File: src/rtl/vga_pkg.sv
// Shared 640x480@60 raster timing, signal widths and RGB332 palette used by
// the scan controller and map_generator.
package vga_pkg;

    localparam int H_ACTIVE = 640;
    localparam int H_FP     = 16;
    localparam int H_SYNC   = 96;
    localparam int H_BP     = 48;
    localparam int H_TOTAL  = H_ACTIVE + H_FP + H_SYNC + H_BP;

    localparam int V_ACTIVE = 480;
    localparam int V_FP     = 10;
    localparam int V_SYNC   = 2;
    localparam int V_BP     = 33;
    localparam int V_TOTAL  = V_ACTIVE + V_FP + V_SYNC + V_BP;

    localparam int X_W  = 10;
    localparam int Y_W  = 9;
    localparam int VC_W = 10;

    localparam logic [7:0] RGB_BLACK  = 8'h00;
    localparam logic [7:0] RGB_WHITE  = 8'hFF;
    localparam logic [7:0] RGB_RED    = 8'hE0;
    localparam logic [7:0] RGB_GREEN  = 8'h1C;
    localparam logic [7:0] RGB_BLUE   = 8'h03;
    localparam logic [7:0] RGB_YELLOW = 8'hFC;

    // Sync flags carried through the alignment delay line (1 = active).
    typedef struct packed {
        logic hsync;
        logic vsync;
        logic de;
    } sync_bus_t;

    function automatic logic [7:0] rgb332(input logic [2:0] r,
                                          input logic [2:0] g,
                                          input logic [1:0] b);
        return {r, g, b};
    endfunction

endpackage

File: src/rtl/sync_delay_line.sv
// Enabled shift register of configurable width and depth; depth 0 is a wire.
module sync_delay_line #(
    parameter int WIDTH = 1,
    parameter int DEPTH = 1
) (
    input  logic             clk,
    input  logic             rst_n,
    input  logic             en,
    input  logic [WIDTH-1:0] d,
    output logic [WIDTH-1:0] q
);

    generate
        if (DEPTH == 0) begin : g_bypass
            assign q = d;
        end else begin : g_shift
            logic [WIDTH-1:0] stage [DEPTH];

            always_ff @(posedge clk or negedge rst_n) begin
                if (!rst_n) begin
                    for (int i = 0; i < DEPTH; i++) begin
                        stage[i] <= '0;
                    end
                end else if (en) begin
                    stage[0] <= d;
                    for (int i = 1; i < DEPTH; i++) begin
                        stage[i] <= stage[i-1];
                    end
                end
            end

            assign q = stage[DEPTH-1];
        end
    endgenerate

endmodule

File: src/rtl/vga_scan_controller.sv
// Raster counters, aligned sync/de generation and vblank-only player position
// commit that feed map_generator.
module vga_scan_controller
    import vga_pkg::*;
#(
    parameter int   H_ACTIVE   = vga_pkg::H_ACTIVE,
    parameter int   H_FP       = vga_pkg::H_FP,
    parameter int   H_SYNC     = vga_pkg::H_SYNC,
    parameter int   H_BP       = vga_pkg::H_BP,
    parameter int   V_ACTIVE   = vga_pkg::V_ACTIVE,
    parameter int   V_FP       = vga_pkg::V_FP,
    parameter int   V_SYNC     = vga_pkg::V_SYNC,
    parameter int   V_BP       = vga_pkg::V_BP,
    parameter logic SYNC_POL   = 1'b0,
    parameter int   PIPE_DELAY = 1,
    parameter int   PLAYER_X0  = 320,
    parameter int   PLAYER_Y0  = 240
) (
    input  logic           clk_vga,
    input  logic           rst_n,
    input  logic           ce,
    output logic [X_W-1:0] CurrentX,
    output logic [Y_W-1:0] CurrentY,
    output logic           HBlank,
    output logic           VBlank,
    output logic           HSync,
    output logic           VSync,
    output logic           de_out,
    output logic           frame_start,
    output logic           vblank_start,
    input  logic [X_W-1:0] pos_in_x,
    input  logic [Y_W-1:0] pos_in_y,
    input  logic           pos_valid,
    output logic           pos_ready,
    output logic [X_W-1:0] playerPosX,
    output logic [Y_W-1:0] playerPosY
);

    localparam int H_TOTAL_C = H_ACTIVE + H_FP + H_SYNC + H_BP;
    localparam int V_TOTAL_C = V_ACTIVE + V_FP + V_SYNC + V_BP;

    localparam logic [X_W-1:0]  H_LAST   = X_W'(H_TOTAL_C - 1);
    localparam logic [X_W-1:0]  H_ACT_X  = X_W'(H_ACTIVE);
    localparam logic [X_W-1:0]  HS_FIRST = X_W'(H_ACTIVE + H_FP);
    localparam logic [X_W-1:0]  HS_LAST  = X_W'(H_ACTIVE + H_FP + H_SYNC - 1);
    localparam logic [VC_W-1:0] V_LAST   = VC_W'(V_TOTAL_C - 1);
    localparam logic [VC_W-1:0] V_ACT_V  = VC_W'(V_ACTIVE);
    localparam logic [VC_W-1:0] VS_FIRST = VC_W'(V_ACTIVE + V_FP);
    localparam logic [VC_W-1:0] VS_LAST  = VC_W'(V_ACTIVE + V_FP + V_SYNC - 1);
    localparam logic [Y_W-1:0]  V_ACT_Y  = Y_W'(V_ACTIVE);
    localparam logic [X_W-1:0]  X0       = X_W'(PLAYER_X0);
    localparam logic [Y_W-1:0]  Y0       = Y_W'(PLAYER_Y0);

    logic [X_W-1:0]  hcount;
    logic [VC_W-1:0] vcount;
    logic            h_blank;
    logic            v_blank;
    sync_bus_t       raw_sync;
    sync_bus_t       dly_sync;
    logic            accept;

    always_ff @(posedge clk_vga or negedge rst_n) begin
        if (!rst_n) begin
            hcount <= '0;
            vcount <= '0;
        end else if (ce) begin
            if (hcount == H_LAST) begin
                hcount <= '0;
                vcount <= (vcount == V_LAST) ? '0 : vcount + 1'b1;
            end else begin
                hcount <= hcount + 1'b1;
            end
        end
    end

    // Every raster-facing output decodes the same counter pair, so they never disagree.
    assign h_blank      = (hcount >= H_ACT_X);
    assign v_blank      = (vcount >= V_ACT_V);
    assign CurrentX     = hcount;
    assign CurrentY     = v_blank ? '0 : vcount[Y_W-1:0];
    assign HBlank       = h_blank;
    assign VBlank       = v_blank;
    assign frame_start  = rst_n & (hcount == '0) & (vcount == '0);
    assign vblank_start = rst_n & (hcount == '0) & (vcount == V_ACT_V);

    assign raw_sync.hsync = (hcount >= HS_FIRST) && (hcount <= HS_LAST);
    assign raw_sync.vsync = (vcount >= VS_FIRST) && (vcount <= VS_LAST);
    assign raw_sync.de    = ~(h_blank | v_blank);

    // Flags travel as active-high so a cleared line reads as deasserted sync.
    sync_delay_line #(
        .WIDTH ($bits(sync_bus_t)),
        .DEPTH (PIPE_DELAY)
    ) u_sync_delay (
        .clk   (clk_vga),
        .rst_n (rst_n),
        .en    (ce),
        .d     (raw_sync),
        .q     (dly_sync)
    );

    assign HSync  = dly_sync.hsync ? SYNC_POL : ~SYNC_POL;
    assign VSync  = dly_sync.vsync ? SYNC_POL : ~SYNC_POL;
    assign de_out = dly_sync.de;

    assign pos_ready = v_blank & rst_n;
    assign accept    = pos_valid & pos_ready & ce;

    always_ff @(posedge clk_vga or negedge rst_n) begin
        if (!rst_n) begin
            playerPosX <= X0;
            playerPosY <= Y0;
        end else if (accept) begin
            playerPosX <= (pos_in_x >= H_ACT_X) ? H_ACT_X - 1'b1 : pos_in_x;
            playerPosY <= (pos_in_y >= V_ACT_Y) ? V_ACT_Y - 1'b1 : pos_in_y;
        end
    end

endmodule

File: config.mk
export PLATFORM = sky130hd
export DESIGN_NAME = vga_scan_controller
export DESIGN_NICKNAME = d
export VERILOG_FILES = /design/src/rtl/vga_pkg.sv /design/src/rtl/sync_delay_line.sv /design/src/rtl/vga_scan_controller.sv
export SDC_FILE = /design/constraint.sdc
export NUM_CORES = 1
export LEC_CHECK = 0
export ABC_AREA = 0
export BUFFER_PORTS_ARGS = -buffer_cell sky130_fd_sc_hd__buf_2
export CORE_MARGIN = 4
export CORE_UTILIZATION = 54
export DETAILED_ROUTE_END_ITERATION = 12
export GPL_TIMING_DRIVEN = 0
export PLACE_DENSITY = 0.85
export SETUP_SLACK_MARGIN = 0.15
export SLEW_MARGIN = 5
export SYNTH_ARGS = -nofsm -noshare
export SYNTH_HDL_FRONTEND = slang
export SYNTH_SLANG_ARGS = --single-unit
File: constraint.sdc
create_clock -name clk_vga -period 3.3 [get_ports clk_vga]
set_input_delay 0.33 -clock clk_vga [delete_from_list [all_inputs] [get_ports clk_vga]]
set_output_delay 0.33 -clock clk_vga [all_outputs]
set_load 0.02 [all_outputs]
; ---- Word-level counts from Yosys, hierarchy flattened
; Cells that the tools add are included.
[word_totals]
register_bits = 42
inputBits = 23
output_inout_bits = 46
wordCells = 38
[op_classes]
n_bitwise = 8
add_sub_neg = 2
eq_ne = 3
muxes = 7
magnitude_cmp = 8
reduce_logical = 5
[op_table]
columns = op, n
row1 = $ge A10 B10 Y1 const B, 3
row2 = $mux W10, 3
row3 = $add A10 B1 Y10 const B, 2
row4 = $eq A10 B10 Y1 const B, 2
row5 = $ge A10 B9 Y1 const B, 2
row6 = $logic_not A10 Y1, 2
row7 = $mux W9, 2
row8 = $eq A10 B9 Y1 const B, 1
row9 = $le A10 B10 Y1 const B, 1
row10 = $le A10 B9 Y1 const B, 1
row11 = $ge A9 B9 Y1 const B, 1
row12 = $and A1 B1 Y1, 6
row13 = $logic_and A1 B1 Y1, 2
row14 = $mux W1, 2
row15 = $reduce_and A2 Y1, 1
row16 = $not A1 Y1, 1
row17 = $or A1 B1 Y1, 1

; ---- Longest topological paths before layout
[depth]
ltp_word = 4
depth_mapped = 6
ltp_nobuf = 6

; ---- By module
; From an unflattened synthesis, not the netlist that was laid out.
[hier_totals]
hier_cells = 207
area_unflattened_um2 = 2129.5
[modules_own_cells]
columns = module, cells_per_inst, area_each_um2, instances, seq_area_each_um2
row1 = vga_scan_controller, 201, 2020.7, 1, 983.4
row2 = sync_delay_line, 6, 108.9, 1, 75.1

; ---- Worst setup path after synthesis
; Ideal clock, no wire load.
[synth_path]
kind = flip-flop to flip-flop
from = register hcount[0], in the netlist CurrentX[0]
to = register vcount[3]
n_path_buf = 0
setup_time_ns = 0.069
synth_period_minus_slack_ns = 1.902
required_time_ns = 3.231
arrival_time_ns = 1.833
slack_ns = 1.398
stages_incl_launch_ff = 6
cell_sequence = dfrtp_1 > ha_1 > nand4b_4 > or4_4 > or3_1 > nand3_1
[synth_via]
elab_chain_len = 2
[synth_lines]
columns = item, line_no
row1 = "start, declared", vga_scan_controller.sv:54  ; logic [X_W-1:0] hcount;
row2 = "start signal, assigned", vga_scan_controller.sv:71  ; hcount <= hcount + 1'b1;
row3 = $eq A10 B10 Y1, vga_scan_controller.sv:67  ; if (hcount == H_LAST) begin
row4 = $reduce_and A2 Y1 (no source line), --
row5 = "end signal, assigned", vga_scan_controller.sv:69  ; vcount <= (vcount == V_LAST) ? '0 : vcount + 1'b1;
row6 = "end, declared", vga_scan_controller.sv:55  ; logic [VC_W-1:0] vcount;
; Every way passes these cells.
; A chain may end at the register's enable or synchronous reset.

; ---- Worst setup path in the final report
[layout_path]
from = register vcount[5]
to = output port CurrentY[1]
[layout_via]
elab_chain_len = 2
[layout_lines]
columns = item, line_no
row1 = $ge A10 B9 Y1, vga_scan_controller.sv:78  ; assign v_blank = (vcount >= V_ACT_V);
row2 = $mux W9, vga_scan_controller.sv:80  ; assign CurrentY = v_blank ? '0 : vcount[Y_W-1:0];
row3 = "end, declared", vga_scan_controller.sv:23  ; output logic [Y_W-1:0] CurrentY,
; Every way passes these cells.

==> flow_metrics.py <==
metrics = {
    "global_route": {
        "grt_pass1_wl_um": 8090,
        "grt-ovfl-total": 0,
        "grt_pass1_vias": 1716,
        "antenna_found_initial": 0,
        "track_usage_pct": 20.4,
        "grt_max_degree": 46,
    },
    "sta": {
        "slew_headroom_pct": 37.5,
        "fmaxAchievable_ghz": 0.417,
        "worst_slack_ps": 901,
        "layout_min_cycle_time_ps": 2400,
        "finalHoldViolCount": 0,
        "timing.final.crit_share_pct": 72.7,
        "tightest_slew_ps": 938,
        "tns_ps": 0,
        "setup_viol": 0,
        "grt_setup_unrepaired": "no",
        "finalMaxSlewViolations": 0,
        "finClkSkew_ps": 4.20,
    },
    "clocking": {
        "post_cts_buffers": 0,
        "path_clk_slew_ps": 80,
        "cts_hold_buf": 0,
        "cts_resized": 0,
        "numClockSinks": 42,
        "cts-root-buf": "clkbuf_8",
        "clk_latency_ps": 290,
        "cts.htree.levels": 2,
        "cts-buffers-inserted": 5,
        "cts_tree": "yes",
        "clock_path_buffers": 2,
    },
    "floorplan": {
        "fp.dieW_um": 70.2,
        "start_util_pct": 56.6,
        "die_area_mm2": 0.00493,
        "ios": 69,
        "rows": 22,
        "fp.dieH_um": 70.2,
        "core_mm2": 0.00369,
    },
    "place": {
        "dpl_worst_slack_ps": 881,
        "gp_congestion": 0.849,
        "portBuffers": 68,
        "place.detailed.hpwl_um": 3550,
    },
    "outcome": {
        "status": "finished clean",
    },
    "detailed_routing": {
        "vias": 1870,
        "drtIter0Drc": 161,
        "ant_nets": 0,
        "wl_per_cell_um": 14.1,
        "avgViaCountPerCell": 5.52,
        "route.detailed.drc": 0,
        "drt-total-wl_um": 4800,
        "firstDrtPassIters": 4,
    },
    "yosys": {
        "synth_fa_ha_area_share_pct": 2.40,
        "syn_area_mm2": 0.00209,
        "synth_simple_gate_area_share_pct": 25.5,
        "synth_cell_type_count": 39,
        "synth_nets": 242,
        "synth_mux_area_share_pct": 2.70,
        "synth_top_family_by_area": "simple AND/OR/NAND/NOR gates",
        "netlist_instances": 215,
        "yosysSeqAreaShare_pct": 50.7,
        "synth-compound-area-share_pct": 10.2,
        "ys_seq_elements": 42,
        "synth.avg_cell_area_um2": 9.71,
        "synth-xor-area-share_pct": 4.19,
        "yosys_warnings": 0,
    },
    "layout": {
        "final_layout_size_suffix_gt1_share_pct": 32.0,
        "final_cell_mix": "buf_2 (72), dfrtp_1 (36), nor2_1 (30)",
        "syn2layout_area_growth_pct": 24.4,
        "layout_commonest_cell": "buf_2",
        "nNetsFinal": 317,
        "diodes": 0,
    },
    "pwr": {
        "power.total_w": 0.00123,
        "ir_worst_vdd_uv": 346,
        "leakage_nw": 1.38,
        "power.density_mw_per_mm2": 472,
    },
    "critical_path": {
        "worstPathArrival_ps": 2070,
        "path_class": "reg2out",
        "ff2ff_setup_slack_ps": 1040,
        "worstSetupEndpointType": "output pin",
        "start_kind": "flop",
        "worstPathMaxFanout": 10,
        "crit_required_ps": 2970,
    },
    "min_path": {
        "hold_path.class": "in2async",
    },
    "run": {
        "maxCapViolations": 0,
    },
}
## path summary, 6_finish.rpt
path,to,startpoint,depth (start not counted)
hold / removal,u_sync_delay.q[2]$_DFFE_PN0P_,rst_n,1
setup reg to reg,vcount[8]$_DFFE_PN0P_,CurrentX[0]$_DFFE_PN0P_,6
min in group clk_vga,playerPosY[4]$_DFFE_PN1P_,pos_in_y[4],3
hold reg to reg,playerPosY[5]$_DFFE_PN1P_,playerPosY[5]$_DFFE_PN1P_,2
setup / recovery,CurrentY[1],vcount[5]$_DFFE_PN0P_,6
max in group asynchronous,playerPosX[7]$_DFFE_PN0P_,rst_n,1
## cells by family (layout without fill, tap and decap cells)
group | Yosys count | after routing
buf+inv | 23 | 99
simple gates | 97 | 97
mux | 5 | 5
xor+xnor | 10 | 10
compound gates | 34 | 34
fa+ha+maj | 4 | 4
flops | 42 | 42
## synthesized netlist by cell type
| master | n | share of area [%] |
|---|---|---|
| nor4b_1 | 2 | 0.84 |
| o31ai_1 | 1 | 0.36 |
| ha_1 | 4 | 2.4 |
| clkbuf_1 | 6 | 1.1 |
| nand3_1 | 11 | 2.6 |
| o21a_1 | 2 | 0.72 |
| o32ai_1 | 2 | 0.84 |
| a41oi_1 | 1 | 0.42 |
| or4_4 | 1 | 0.54 |
| nor3_1 | 5 | 1.2 |
| xnor2_1 | 6 | 2.5 |
| and4_1 | 1 | 0.42 |
| o31a_2 | 1 | 0.48 |
| nor2b_1 | 1 | 0.30 |
| nand4b_4 | 1 | 1.1 |
| inv_1 | 13 | 2.3 |
| dfstp_2 | 6 | 7.5 |
| nand2_1 | 8 | 1.4 |
| o22ai_1 | 1 | 0.30 |
| nor4bb_1 | 1 | 0.48 |
| a21oi_1 | 8 | 1.9 |
| a22o_1 | 2 | 0.84 |
| nand2b_1 | 1 | 0.30 |
| dfrtp_1 | 36 | 43 |
| o21ai_0 | 9 | 2.2 |
| or3_1 | 3 | 0.90 |
| buf_2 | 4 | 0.96 |
| or4_1 | 1 | 0.36 |
| mux2_2 | 5 | 2.7 |
| and3_1 | 4 | 1.2 |
| xor2_1 | 4 | 1.7 |
| a21o_1 | 1 | 0.36 |
| a31oi_1 | 6 | 1.8 |
| nand4_1 | 12 | 3.6 |
| nand3b_1 | 2 | 0.72 |
| and2_1 | 7 | 2.1 |
| nor2_1 | 30 | 5.4 |
| nor4_1 | 5 | 1.5 |
| nand4b_1 | 1 | 0.42 |
## report_power, final
part | internal, W | leakage [nW] | switching (W) | total [W]
combinational | 0.0000816 | 0.800 | 0.000130 | 0.000212
clock | 0.000226 | 0.0514 | 0.000175 | 0.000401
sequential | 0.000553 | 0.531 | 0.0000608 | 0.000614
total | 0.000861 | 1.38 | 0.000366 | 0.00123
## flip-flops by register name, summed over array words and instances (netlist names)
register / cells
CurrentX: 10
playerPosX: 10
playerPosY: 9
u_sync_delay.q: 3
vcount: 10
## area by class of cell
cell class	count	area, um2
sequential	42	1060
timing repair buffer	68	340
tap	48	60.1
clock inverter	2	37.5
buffer	10	42.5
inverter	13	48.8
clock buffer	6	72.6
multi-input combinational	150	938
fill	315	1090
## per-stage QoR
| stage | hold slack (ps) | utilization [%] | cells | area, um2 |
|---|---|---|---|---|
| floorplan | 34.4 | - | 215 | 2090 |
| global placement | 461 | 67.5 | 331 | 2490 |
| detailed placement | 478 | 67.5 | 331 | 2490 |
| CTS | 205 | 70.5 | 339 | 2600 |
| global route | 247 | 70.5 | 339 | 2600 |
| finish | 174 | 70.5 | 339 | 2600 |
## layer usage
layer  vias to the layer above  part of all wire, %  GRT usage, %  wire (um)
li1                        916                    -             -          -
met1                       895                   43          26.4       2040
met2                        53                   51          33.6       2450
met3                         6                  5.3          4.32        253
met4                         0                  1.2          7.45         57
met5                         -                    0             0          0
## critical path, stage by stage, from the launching register on
cell,delay [ps]
dfrtp_1,360
clkbuf_1,170
a41oi_1,430
clkbuf_1,400
inv_1,130
nor2_1,110
buf_2,170
No activity file was read; power rests on OpenSTA's default activity.
